File: src/rtl/ifetch_queue.sv
// rtl/ifetch_queue.sv - instruction fetch queue with credit-limited requests and redirect flush
module ifetch_queue #(
    parameter int          DEPTH    = 4,
    parameter logic [31:0] RESET_PC = 32'h0000_0000
) (
    input  logic        clk,
    input  logic        rst,
    output logic        imem_req_valid,
    output logic [31:0] imem_req_addr,
    input  logic        imem_req_ready,
    input  logic        imem_resp_valid,
    input  logic [31:0] imem_resp_data,
    input  logic        redirect,
    input  logic [31:0] redirect_pc,
    input  logic        stall,
    output logic        valid_out,
    output logic [31:0] instruction_out,
    output logic [31:0] pc_out,
    output logic [31:0] pcplus4_out
);

    localparam int          AW      = $clog2(DEPTH);
    localparam int          CW      = AW + 1;
    localparam logic [CW:0] DEPTH_W = (CW + 1)'(DEPTH);
    localparam logic [31:0] NOP     = 32'h0000_0013;

    logic [31:0]   r_fetch_pc;
    logic [31:0]   r_resp_pc;
    logic [31:0]   r_pc_mem  [DEPTH];
    logic [31:0]   r_ins_mem [DEPTH];
    logic [AW-1:0] r_wr_ptr;
    logic [AW-1:0] r_rd_ptr;
    logic [CW-1:0] r_count;
    logic [CW-1:0] r_outstanding;
    logic [CW-1:0] r_drop;

    logic [CW:0]   w_credit_sum;
    logic          w_req_fire;
    logic          w_resp_ok;
    logic          w_push;
    logic          w_pop;
    logic [CW-1:0] w_outstanding_next;
    logic [31:0]   w_redirect_aligned;

    // Credits cover both buffered entries and in-flight requests, so a response can never overflow the FIFO.
    assign w_credit_sum       = {1'b0, r_outstanding} + {1'b0, r_count};
    assign imem_req_valid     = !rst && !redirect && (w_credit_sum < DEPTH_W);
    assign imem_req_addr      = r_fetch_pc;
    assign w_req_fire         = imem_req_valid && imem_req_ready;
    // A response with nothing outstanding is a protocol error and is ignored outright.
    assign w_resp_ok          = imem_resp_valid && (r_outstanding != '0);
    assign w_push             = w_resp_ok && (r_drop == '0) && !redirect;
    assign w_pop              = valid_out && !stall && !redirect;
    assign w_outstanding_next = r_outstanding + CW'(w_req_fire) - CW'(w_resp_ok);
    assign w_redirect_aligned = redirect_pc & 32'hFFFF_FFFC;

    assign valid_out       = (r_count != '0);
    assign instruction_out = valid_out ? r_ins_mem[r_rd_ptr] : NOP;
    assign pc_out          = valid_out ? r_pc_mem[r_rd_ptr] : 32'h0;
    assign pcplus4_out     = valid_out ? (r_pc_mem[r_rd_ptr] + 32'd4) : 32'h0;

    // Fetch and response PC tracking; both restart at the aligned target on redirect.
    always_ff @(posedge clk or posedge rst) begin
        if (rst) begin
            r_fetch_pc <= RESET_PC;
            r_resp_pc  <= RESET_PC;
        end else if (redirect) begin
            r_fetch_pc <= w_redirect_aligned;
            r_resp_pc  <= w_redirect_aligned;
        end else begin
            if (w_req_fire) begin
                r_fetch_pc <= r_fetch_pc + 32'd4;
            end
            if (w_push) begin
                r_resp_pc <= r_resp_pc + 32'd4;
            end
        end
    end

    // Outstanding and drop counters; on redirect every still-unanswered request becomes a drop.
    always_ff @(posedge clk or posedge rst) begin
        if (rst) begin
            r_outstanding <= '0;
            r_drop        <= '0;
        end else begin
            r_outstanding <= w_outstanding_next;
            if (redirect) begin
                r_drop <= w_outstanding_next;
            end else if (w_resp_ok && (r_drop != '0)) begin
                r_drop <= r_drop - CW'(1);
            end
        end
    end

    // FIFO pointers and occupancy; redirect empties the queue.
    always_ff @(posedge clk or posedge rst) begin
        if (rst) begin
            r_wr_ptr <= '0;
            r_rd_ptr <= '0;
            r_count  <= '0;
        end else if (redirect) begin
            r_wr_ptr <= '0;
            r_rd_ptr <= '0;
            r_count  <= '0;
        end else begin
            if (w_push) begin
                r_wr_ptr <= r_wr_ptr + AW'(1);
            end
            if (w_pop) begin
                r_rd_ptr <= r_rd_ptr + AW'(1);
            end
            r_count <= r_count + CW'(w_push) - CW'(w_pop);
        end
    end

    // Entry storage needs no reset: contents are only visible while occupancy is nonzero.
    always_ff @(posedge clk) begin
        if (w_push) begin
            r_pc_mem[r_wr_ptr]  <= r_resp_pc;
            r_ins_mem[r_wr_ptr] <= imem_resp_data;
        end
    end

endmodule

File: config.mk
export PLATFORM = sky130hd
export DESIGN_NAME = ifetch_queue
export DESIGN_NICKNAME = d
export VERILOG_FILES = /design/src/rtl/ifetch_queue.sv
export SDC_FILE = /design/constraint.sdc
export NUM_CORES = 1
export LEC_CHECK = 0
export CAP_MARGIN = 20
export CORE_MARGIN = 2
export CORE_UTILIZATION = 50
export DETAILED_ROUTE_END_ITERATION = 8
export PLACE_DENSITY = 0.74
export SLEW_MARGIN = 10
export SYNTH_ARGS = -nofsm -noshare
export SYNTH_HDL_FRONTEND = slang
export SYNTH_SLANG_ARGS = --single-unit
File: constraint.sdc
create_clock -name clk -period 3.7 [get_ports clk]
set_input_delay 0.74 -clock clk [delete_from_list [all_inputs] [get_ports clk]]
set_output_delay 0.74 -clock clk [all_outputs]
set_load 0.02 [all_outputs]
==> impl_metrics.yaml <==
sta:
  period_share_pct: 98.54
  setup_viol: 0
  setup-tns-final_ns: 0
  relSlewSlack_pct: 49.29
  worstMarginPinSlew_ns: 0.7595
  rsz0062_at_grt: "yes"
  period_needed_ns: 3.646
  hold_violations: 0
  report.final.slew_viol_count: 0
  max_freq_ghz: 0.2743
  clock_skew_ns: 0.01338
setup_path:
  end_kind: "output port"
  crit_type: "register to output port"
  r2r-start: "r_count[1]$_DFF_PP0_"
  startpoint_type: "register"
  ff2ff_path_depth: 11
  cp-endpoint: "pcplus4_out[16]"
  slowest_delay_ns: 0.55
  crit_start: "r_rd_ptr[0]$_DFFE_PP0P_"
  cp.arrival_ns: 2.91
  rrSetupSlack_ns: 1.13
  critical_path.max_fanout: 6
  cpMaxStageDelayCell: "dfrtp_4"
  required_ns: 2.96
  cp_cell_sequence: "buf_6, mux4_2, ha_2, and3_2, nand3_2, or3_1, a21oi_1, buf_4"
  r2r_end: "r_drop[2]$_DFFE_PP0P_"
cts:
  clock_latency_ns: 0.56
  cts_tree: "done"
  root_buffer: "clkbuf_16"
  ctsHoldBuffers: 0
  cts.sinks: 321
  htree_levels: 1
  clk_pin_slew_ns: 0.06
  cts_buffer_depth: 3
  numCtsBuffers: 31
floorplanning:
  core_area_um2: 27860
  rows: 61
  initial_utilization_pct: 50.98
  die_area_um2: 29770
  fp.dieH_um: 172.5
  num_io_pins: 200
  fp.dieW_um: 172.5
finish:
  syn_to_final_growth_pct: 26.84
  diodes: 0
  final_common_cell: "edfxtp_1"
  drive_gt1_share_pct: 19.54
  nets: 1285
  instances_no_fill: 1601
  final_cell_mix: "248 x edfxtp_1, 160 x clkdlybuf4s50_1, 71 x dfrtp_1"
  utilization_pct: 64.66
place:
  placed_cells: 1515
  hpwlAfterDp_mm: 20.07
  io_buffers: 191
  place.gp.congestion: 0.8342
yosys:
  ys.flop_type: "edfxtp_1"
  avgSynthCellArea_um2: 15.06
  syn_area_um2: 14200
  synth_warnings: 0
  synth.largest_area_cell: "edfxtp_1"
  ys_ff_latch: 321
  ys_seq_area_share_pct: 65.30
  synthArstFlopShare_pct: 22.74
  synth_top_area_share_pct: 52.44
  synth_edf_count: 248
  post_synth_num_cell_types: 53
  syn_inst: 943
  synth_area_leaders: "edfxtp_1 52%, dfrtp_1 13%, mux4_2 8.2%"
grt:
  grt_pass1_wl_mm: 47.91
  antenna_found_initial: 0
  grt_start_max_net_pins: 63
  grt_usage_pct: 20.20
  globalRouteOverflowTotal: 0
  grt_pass1_vias: 8809
job:
  drv_cap: 0
routing:
  num_vias: 8770
  met1Wirelength_mm: 13.23
  routedWlPerCell_um: 19.16
  ant_nets: 0
  highest-signal-layer: "met4"
  route.met2.wl_mm: 15.05
  routed_wl_mm: 30.67
  first_pass_iters: 7
  route.detailed.drc: 0
  first_iter_violations: 695
  vias_per_cell: 5.478
  routed-wl-met3_mm: 2.039
pwr:
  netSwitchingPower_w: 0.003721
  intPower_w: 0.007944
  powerDensity_nw_per_um2: 647.6
  p_comb_share_pct: 36.4
  peakVddDrop_v: 0.0004083
  switching_share_pct: 31.90
  p_seq_share_pct: 37.3
  leakagePower_nw: 6.309
  clock_power_share_pct: 26.3
worst_hold_path:
  min_path_type: "register to register"
  holdPathStages: 0
outcome:
  run_status: "complete, no violations"
==> how the worst min path moves through the flow <==
stage	start	endpoint	slack [ns]
after floorplan	r_resp_pc[31]$_DFFE_PP0N_	r_pc_mem[0][31]$_DFFE_PP_	0.49
after global placement	r_resp_pc[31]$_DFFE_PP0N_	r_pc_mem[2][31]$_DFFE_PP_	0.52
after detailed placement	r_resp_pc[31]$_DFFE_PP0N_	r_pc_mem[2][31]$_DFFE_PP_	0.54
after CTS	r_resp_pc[31]$_DFFE_PP0N_	r_pc_mem[1][31]$_DFFE_PP_	0.56
after global routing	r_resp_pc[31]$_DFFE_PP0N_	r_pc_mem[2][31]$_DFFE_PP_	0.58
final	r_resp_pc[31]$_DFFE_PP0N_	r_pc_mem[2][31]$_DFFE_PP_	0.56
==> state kept, by name, summed over array words and instances, names as in the netlist <==
name / flops
imem_req_addr: 30
r_count: 3
r_drop: 3
r_ins_mem: 128
r_outstanding: 3
r_pc_mem: 120
r_rd_ptr: 2
r_resp_pc: 30
r_wr_ptr: 2
==> layout make-up <==
type,instances,area (um^2)
clock inverters,19,176.4
well taps,378,473.0
flip-flops and latches,321,9279
multi-input cells,558,4666
inverters,21,78.83
fillers,2012,9846
clock buffers,39,815.8
repair buffers,265,2524
==> metal layers <==
| metal | up-vias | track usage, % |
|---|---|---|
| li1 | 4058 | - |
| met1 | 4341 | 28.42 |
| met2 | 335 | 33.62 |
| met3 | 36 | 3.364 |
| met4 | 0 | 4.202 |
| met5 | - | 0 |
==> power groups by stage <==
stage | clock network [W] | logic (W) | registers [W]
6_report | 0.00306 | 0.00425 | 0.00435
5_1_grt | 0.00326 | 0.00456 | 0.00438
4_1_cts | 0.00312 | 0.00418 | 0.00435
3_5_place_dp | 0 | 0.00412 | 0.00445
3_3_place_gp | 0 | 0.00409 | 0.00443
2_1_floorplan | 0 | 0.00244 | 0.00438
==> worst max-delay path: cells and delay by family, from the launching register on <==
family,cells,cell delay (ns)
mux,1,0.36
compound gates,1,0.18
flops,1,0.55
fa+ha+maj,1,0.22
simple gates,3,0.71
buf+inv,2,0.34
==> cells in the mapped netlist (all sizes together) (2+ instances only) <==
library cell / number
nor2: 63
dfrtp: 73
a21oi: 24
buf: 21
mux2i: 4
mux4: 61
and4: 7
xor2: 39
a31oi: 5
xnor2: 37
ha: 15
nand3b: 2
o21ai: 32
and2: 64
nand3: 44
nor3: 13
inv: 21
or3: 5
a41oi: 2
fa: 2
nand2: 50
o311ai: 4
edfxtp: 248
nand4: 24
nor4: 5
clkbuf: 27
or2: 5
and3: 16
o211ai: 7
mux2: 12
nor2b: 3
==> metrics by stage <==
| stage | instance area [um^2] | setup WS, ns | total power, W | hold slack (ns) |
|---|---|---|---|---|
| 3_3_place_gp | 16780 | 0.06904 | 0.008519 | 0.5224 |
| 2_1_floorplan | 14220 | 0.5137 | 0.006827 | 0.4941 |
| 4_1_cts | 17860 | -0.06435 | 0.01164 | 0.5566 |
| 3_5_place_dp | 16780 | -0.002188 | 0.008569 | 0.5421 |
| 6_report | 18010 | 0.05390 | 0.01167 | 0.5567 |
| 5_1_grt | 18010 | -0.1050 | 0.01220 | 0.5824 |
==> repair_timing <==
action,4_1_cts,5_1_grt
hold endpoints to repair,0,0
gates resized for setup,103,30
setup buffers,10,18
pin swaps,3,6
setup endpoints to repair,58,36
==> kinds of logic (layout without fill, tap and decap cells) <==
kind of cell               count (synthesis)  in the layout  synth area share [%]
DFF                                      321            321                 65.30
AOI/OAI and AO/OA                         77             77                 3.110
muxes                                     77             77                 11.15
other                                      1              6               0.02641
buffers and inverters                     69            344                 2.300
adders and majority gates                 17             17                 1.604
xor gates and xnor gates                  76             76                 4.687
and+or+nand+nor                          305            305                 11.82
Power figures use the tool's default switching activity.
==> RTL edit 1, RTL diff (same settings) <==
Change the parameter `DEPTH` from 4 to 8.
--- a/src/rtl/ifetch_queue.sv
+++ b/src/rtl/ifetch_queue.sv
@@ -1,5 +1,5 @@
 // rtl/ifetch_queue.sv - instruction fetch queue with credit-limited requests and redirect flush
 module ifetch_queue #(
-    parameter int          DEPTH    = 4,
+    parameter int          DEPTH    = 8,
     parameter logic [31:0] RESET_PC = 32'h0000_0000
 ) (
Behaviour: same outputs for any inputs over 4 cycles, from zero or initial values and one cycle with rst high; that may be too few to reach the edited logic, so the function may still have changed.
==> RTL edit 1 against the unedited design <==
Final cell count up 49%. Design area up 69%. Wire length up 90%. Sequential cell count up 253. Critical path type unchanged. Area after synthesis up 71%. Largest power group unchanged. Total power up 72%. Setup slack worse by 450 ps. Register-to-register slack worse by 370 ps. The run now ends with negative setup slack left. Critical endpoint is now pcplus4_out[20]. Sequential power up 74%. Clock skew up 19 ps.
==> RTL edit 1: results <==
<?xml version="1.0" encoding="UTF-8"?>
<metrics>
  <group name="cells_and_area">
    <metric name="layout-area-overhead-vs-synth" unit="%">26.0</metric>
    <metric name="biggestRegsByFlops" unit="">r_ins_mem x256, r_pc_mem x240</metric>
    <metric name="final_nets" unit="">1817</metric>
    <metric name="post_layout_nonfiller_instances" unit="">2388</metric>
    <metric name="drive_above_1_share" unit="%">30.8</metric>
    <metric name="fillers" unit="">3227</metric>
  </group>
  <group name="synth">
    <metric name="synth-async-reset-ratio" unit="%">13.6</metric>
    <metric name="yosys.cell_types.count" unit="">64</metric>
    <metric name="post_synth_most_frequent_cells" unit="">edfxtp_1 (496), nor2_1 (115), mux4_2 (112)</metric>
    <metric name="muxShareOfSynthArea" unit="%">15.7</metric>
    <metric name="synth-compound-area-share" unit="%">2.05</metric>
    <metric name="synthCells" unit="">1386</metric>
    <metric name="synth-edff-count" unit="">496</metric>
    <metric name="synth-xor-area-share" unit="%">2.39</metric>
  </group>
  <group name="setup_path">
    <metric name="worstPathArrival" unit="ps">3360</metric>
  </group>
  <group name="timing">
    <metric name="final.setup.tns" unit="ps">-5700</metric>
    <metric name="tcrit_tclk_final" unit="%">111</metric>
    <metric name="max_slew.worst_pin.slew" unit="ps">652</metric>
    <metric name="timing.final.setup_violations" unit="">24</metric>
    <metric name="final.setup_skew" unit="ps">32.4</metric>
    <metric name="setup_slack" unit="ps">-398</metric>
  </group>
  <group name="run_status">
    <metric name="outcome" unit="">finished with violations</metric>
    <metric name="failing_checks" unit="">negative setup slack</metric>
  </group>
  <group name="placed_design">
    <metric name="post-place-ws" unit="ps">-247</metric>
    <metric name="gpl.final_weighted_congestion" unit="">0.830</metric>
    <metric name="dp.cells" unit="">2232</metric>
    <metric name="place_area" unit="sq um">27600</metric>
  </group>
  <group name="power">
    <metric name="vdd_drop_max" unit="V">0.000483</metric>
    <metric name="cellLeakagePower" unit="nW">10.5</metric>
  </group>
  <group name="global_routing">
    <metric name="antenna_found_initial" unit="">2</metric>
    <metric name="track_usage" unit="%">23.2</metric>
    <metric name="grt_max_degree" unit="">83</metric>
    <metric name="first_pass_grt_wire_length" unit="um">87300</metric>
    <metric name="grt_use_met2" unit="%">38.6</metric>
    <metric name="grtUsageMet3" unit="%">4.81</metric>
    <metric name="grt_pass1_vias" unit="">14700</metric>
  </group>
  <group name="clocking">
    <metric name="numCtsBuffers" unit="">55</metric>
    <metric name="cts_max_level" unit="">2</metric>
    <metric name="cts_repair_resize_count" unit="">310</metric>
    <metric name="clk-insertion-delay-late" unit="ps">620</metric>
  </group>
  <group name="route">
    <metric name="dr_total_vias" unit="">14000</metric>
    <metric name="met2_length" unit="um">29200</metric>
    <metric name="met3_wirelength" unit="um">4860</metric>
    <metric name="drt-pass1-iter-count" unit="">5</metric>
    <metric name="initialDrtViolationCount" unit="">1260</metric>
    <metric name="met1_length" unit="um">23000</metric>
    <metric name="maxUsedRoutingLayer" unit="">met5</metric>
  </group>
</metrics>
==> RTL edit 1: final cells by class <==
| class | instances | area share [%] |
|---|---|---|
| diodes | 2 | 0.0164 |
| multi-input cells | 719 | 24.4 |
| repair buffers | 345 | 11.4 |
| clock inverters | 43 | 1.45 |
| well taps | 615 | 2.52 |
| clock buffers | 60 | 4.60 |
| flip-flops and latches | 574 | 55.2 |
| inverters | 30 | 0.369 |
==> RTL edit 1: final timing paths <==
path	startpoint	endpoint	slack [ps]	cells past startpoint
setup / recovery	r_rd_ptr[1]	pcplus4_out[20]	-400	11
max in group asynchronous	rst	r_resp_pc[16]	2390	3
setup reg to reg	r_drop[0]	r_ins_mem[7][4]	760	7
hold / removal	r_outstanding[0]	r_outstanding[0]	570	1
min in group asynchronous	rst	r_outstanding[2]	600	2
hold reg to reg	r_outstanding[0]	r_outstanding[0]	570	1
==> RTL edit 1: report_power, final <==
group          internal [mW]  switching [mW]
clock                   3.31            2.44
combinational           3.17            3.55
sequential              7.28           0.291
==> RTL edit 2, RTL diff (same settings) <==
Made on the original files. Make the reset (`rst`) synchronous in 3 clocked blocks.
--- a/src/rtl/ifetch_queue.sv
+++ b/src/rtl/ifetch_queue.sv
@@ -61,5 +61,5 @@
 
     // Fetch and response PC tracking; both restart at the aligned target on redirect.
-    always_ff @(posedge clk or posedge rst) begin
+    always_ff @(posedge clk) begin
         if (rst) begin
             r_fetch_pc <= RESET_PC;
@@ -79,5 +79,5 @@
 
     // Outstanding and drop counters; on redirect every still-unanswered request becomes a drop.
-    always_ff @(posedge clk or posedge rst) begin
+    always_ff @(posedge clk) begin
         if (rst) begin
             r_outstanding <= '0;
@@ -94,5 +94,5 @@
 
     // FIFO pointers and occupancy; redirect empties the queue.
-    always_ff @(posedge clk or posedge rst) begin
+    always_ff @(posedge clk) begin
         if (rst) begin
             r_wr_ptr <= '0;
Function: differs if rst is asserted again (counterexample within 4 cycles, from zero or initial values and one cycle with rst high); with rst held inactive, the same outputs for 4 cycles.
==> RTL edit 2 against the unedited design <==
The run now ends with negative setup slack left. Wire length grew 12%. Setup slack lost 190 ps. Fmax shrank 5.0%. Critical path depth is the same. Final cell count grew 6.3%. Die area grew 1.6%. Sequential cell count grew 2. Register-to-register slack lost 200 ps. Design area grew 2.5%. Area after synthesis grew 1.6%. Critical path type unchanged.
Power is not compared: it rests on default switching activity, and its combinational part moved more than twofold at a synthesized area within 25%.
==> RTL edit 2: results <==
<?xml version="1.0" encoding="UTF-8"?>
<metrics>
  <group name="run_status">
    <metric name="outcome" unit="">finished with violations</metric>
    <metric name="failing_checks" unit="">negative setup slack</metric>
  </group>
  <group name="min_path">
    <metric name="min_from" unit="">imem_req_addr[17]</metric>
    <metric name="whs_endpoint" unit="">imem_req_addr[17]</metric>
  </group>
  <group name="placed_design">
    <metric name="place_area" unit="sq um">17100</metric>
    <metric name="dp.cells" unit="">1629</metric>
    <metric name="gpl.final_weighted_congestion" unit="">0.867</metric>
  </group>
  <group name="cells_and_area">
    <metric name="post_layout_nonfiller_instances" unit="">1702</metric>
    <metric name="drive_above_1_share" unit="%">18.6</metric>
    <metric name="final_nets" unit="">1380</metric>
  </group>
  <group name="route">
    <metric name="initialDrtViolationCount" unit="">747</metric>
    <metric name="met2_length" unit="um">16100</metric>
    <metric name="vias_per_cell" unit="">5.75</metric>
    <metric name="totalWireLength" unit="um">34300</metric>
  </group>
  <group name="timing">
    <metric name="slew_headroom" unit="%">36.6</metric>
    <metric name="final.setup_skew" unit="ps">17.1</metric>
    <metric name="setup_slack" unit="ps">-138</metric>
    <metric name="timing.final.setup_violations" unit="">13</metric>
  </group>
  <group name="synth">
    <metric name="synth_fa_ha_area_share" unit="%">1.58</metric>
    <metric name="ys_seq_area_share" unit="%">62.0</metric>
    <metric name="ys_top_cells_by_area" unit="">edfxtp_1 (52%), dfxtp_1 (10%), mux4_2 (8.3%)</metric>
    <metric name="post_synth_most_frequent_cells" unit="">edfxtp_1 (248), dfxtp_1 (75), and2_1 (69)</metric>
    <metric name="muxShareOfSynthArea" unit="%">10.3</metric>
  </group>
  <group name="setup_path">
    <metric name="reg2reg_to" unit="">r_count[2]</metric>
  </group>
  <group name="global_routing">
    <metric name="first_pass_grt_wire_length" unit="um">53000</metric>
  </group>
</metrics>
==> RTL edit 2: changes by cell type in the layout (fill, tap and decap cells not counted), moves of 12 or more <==
cell      before  now
dfxtp_1        0   73
buf_6          6   19
nor3_1         9   21
dfrtp_1       71    0
xor2_1        39   17
a31oi_1        5   23
a211oi_1       0   16
==> RTL edit 2: kinds of logic (layout without fill, tap and decap cells) <==
family                     after synthesis  count (layout)
other                                    1               6
DFF                                    323             323
buffers and inverters                   88             357
adders and majority gates               17              17
and+or+nand+nor                        357             357
xor gates and xnor gates                47              47
AOI/OAI and AO/OA                      143             143
muxes                                   68              68
==> RTL edit 2: how the worst max path moves through the flow <==
stage               startpoint               to  cells after the start
floorplan                 flop  pcplus4_out[26]                      8
global placement          flop  pcplus4_out[31]                      7
detailed placement        flop  pcplus4_out[31]                      7
CTS                       flop  pcplus4_out[21]                     10
global route              flop  pcplus4_out[28]                      8
finish                    flop  pcplus4_out[28]                      8
==> RTL edit 2: cell type report <==
| type | instances | area, sq um |
|---|---|---|
| Fill cell | 2082 | 10100 |
| Multi-Input combinational cell | 638 | 5180 |
| Clock inverter | 12 | 115 |
| Sequential cell | 323 | 8960 |
| Inverter | 26 | 97.6 |
| Tap cell | 384 | 480 |
| Clock buffer | 49 | 991 |
| Timing Repair Buffer | 270 | 2650 |
==> RTL edit 2: worst max-delay path, stage by stage, from the launching register on <==
cell,delay (ps)
dfxtp_4,380
buf_12,130
mux4_2,390
ha_4,160
nand3_4,70
or4_4,570
or4_1,510
a21oi_1,190
buf_4,190
==> RTL edit 2: per-stage QoR <==
stage	hold WS (ps)	power, mW	setup slack (ps)	util [%]	TNS (ps)
2_1_floorplan	460	5.02	254	-	0
3_3_place_gp	510	5.53	-87.7	59.8	-738
3_5_place_dp	528	5.56	-179	59.8	-1260
4_1_cts	538	8.92	-123	64.0	-1330
5_1_grt	561	9.22	-184	64.7	-1980
6_report	541	8.88	-138	64.7	-820
==> RTL edit 2: repair_timing <==
item	CTS	global route
endpoints found under the setup margin	33	26
hold endpoints to repair	0	0
cloned	0	1
pin swaps	12	16
buffers inserted	8	4
resized for setup	102	41
==> RTL edit 2: routing by layer <==
metal / track usage, % / up-vias
met1: 31.9 / 4794
met2: 35.8 / 436
li1: - / 4498
met5: 0 / -
met3: 3.93 / 55
met4: 5.53 / 0
==> RTL edit 2: where the power goes <==
part           leakage (nW)  internal (mW)  switching (mW)
combinational          2.82          0.585           0.699
sequential             2.88           4.10           0.136
clock                 0.536           2.01            1.35
total                  6.23           6.70            2.19
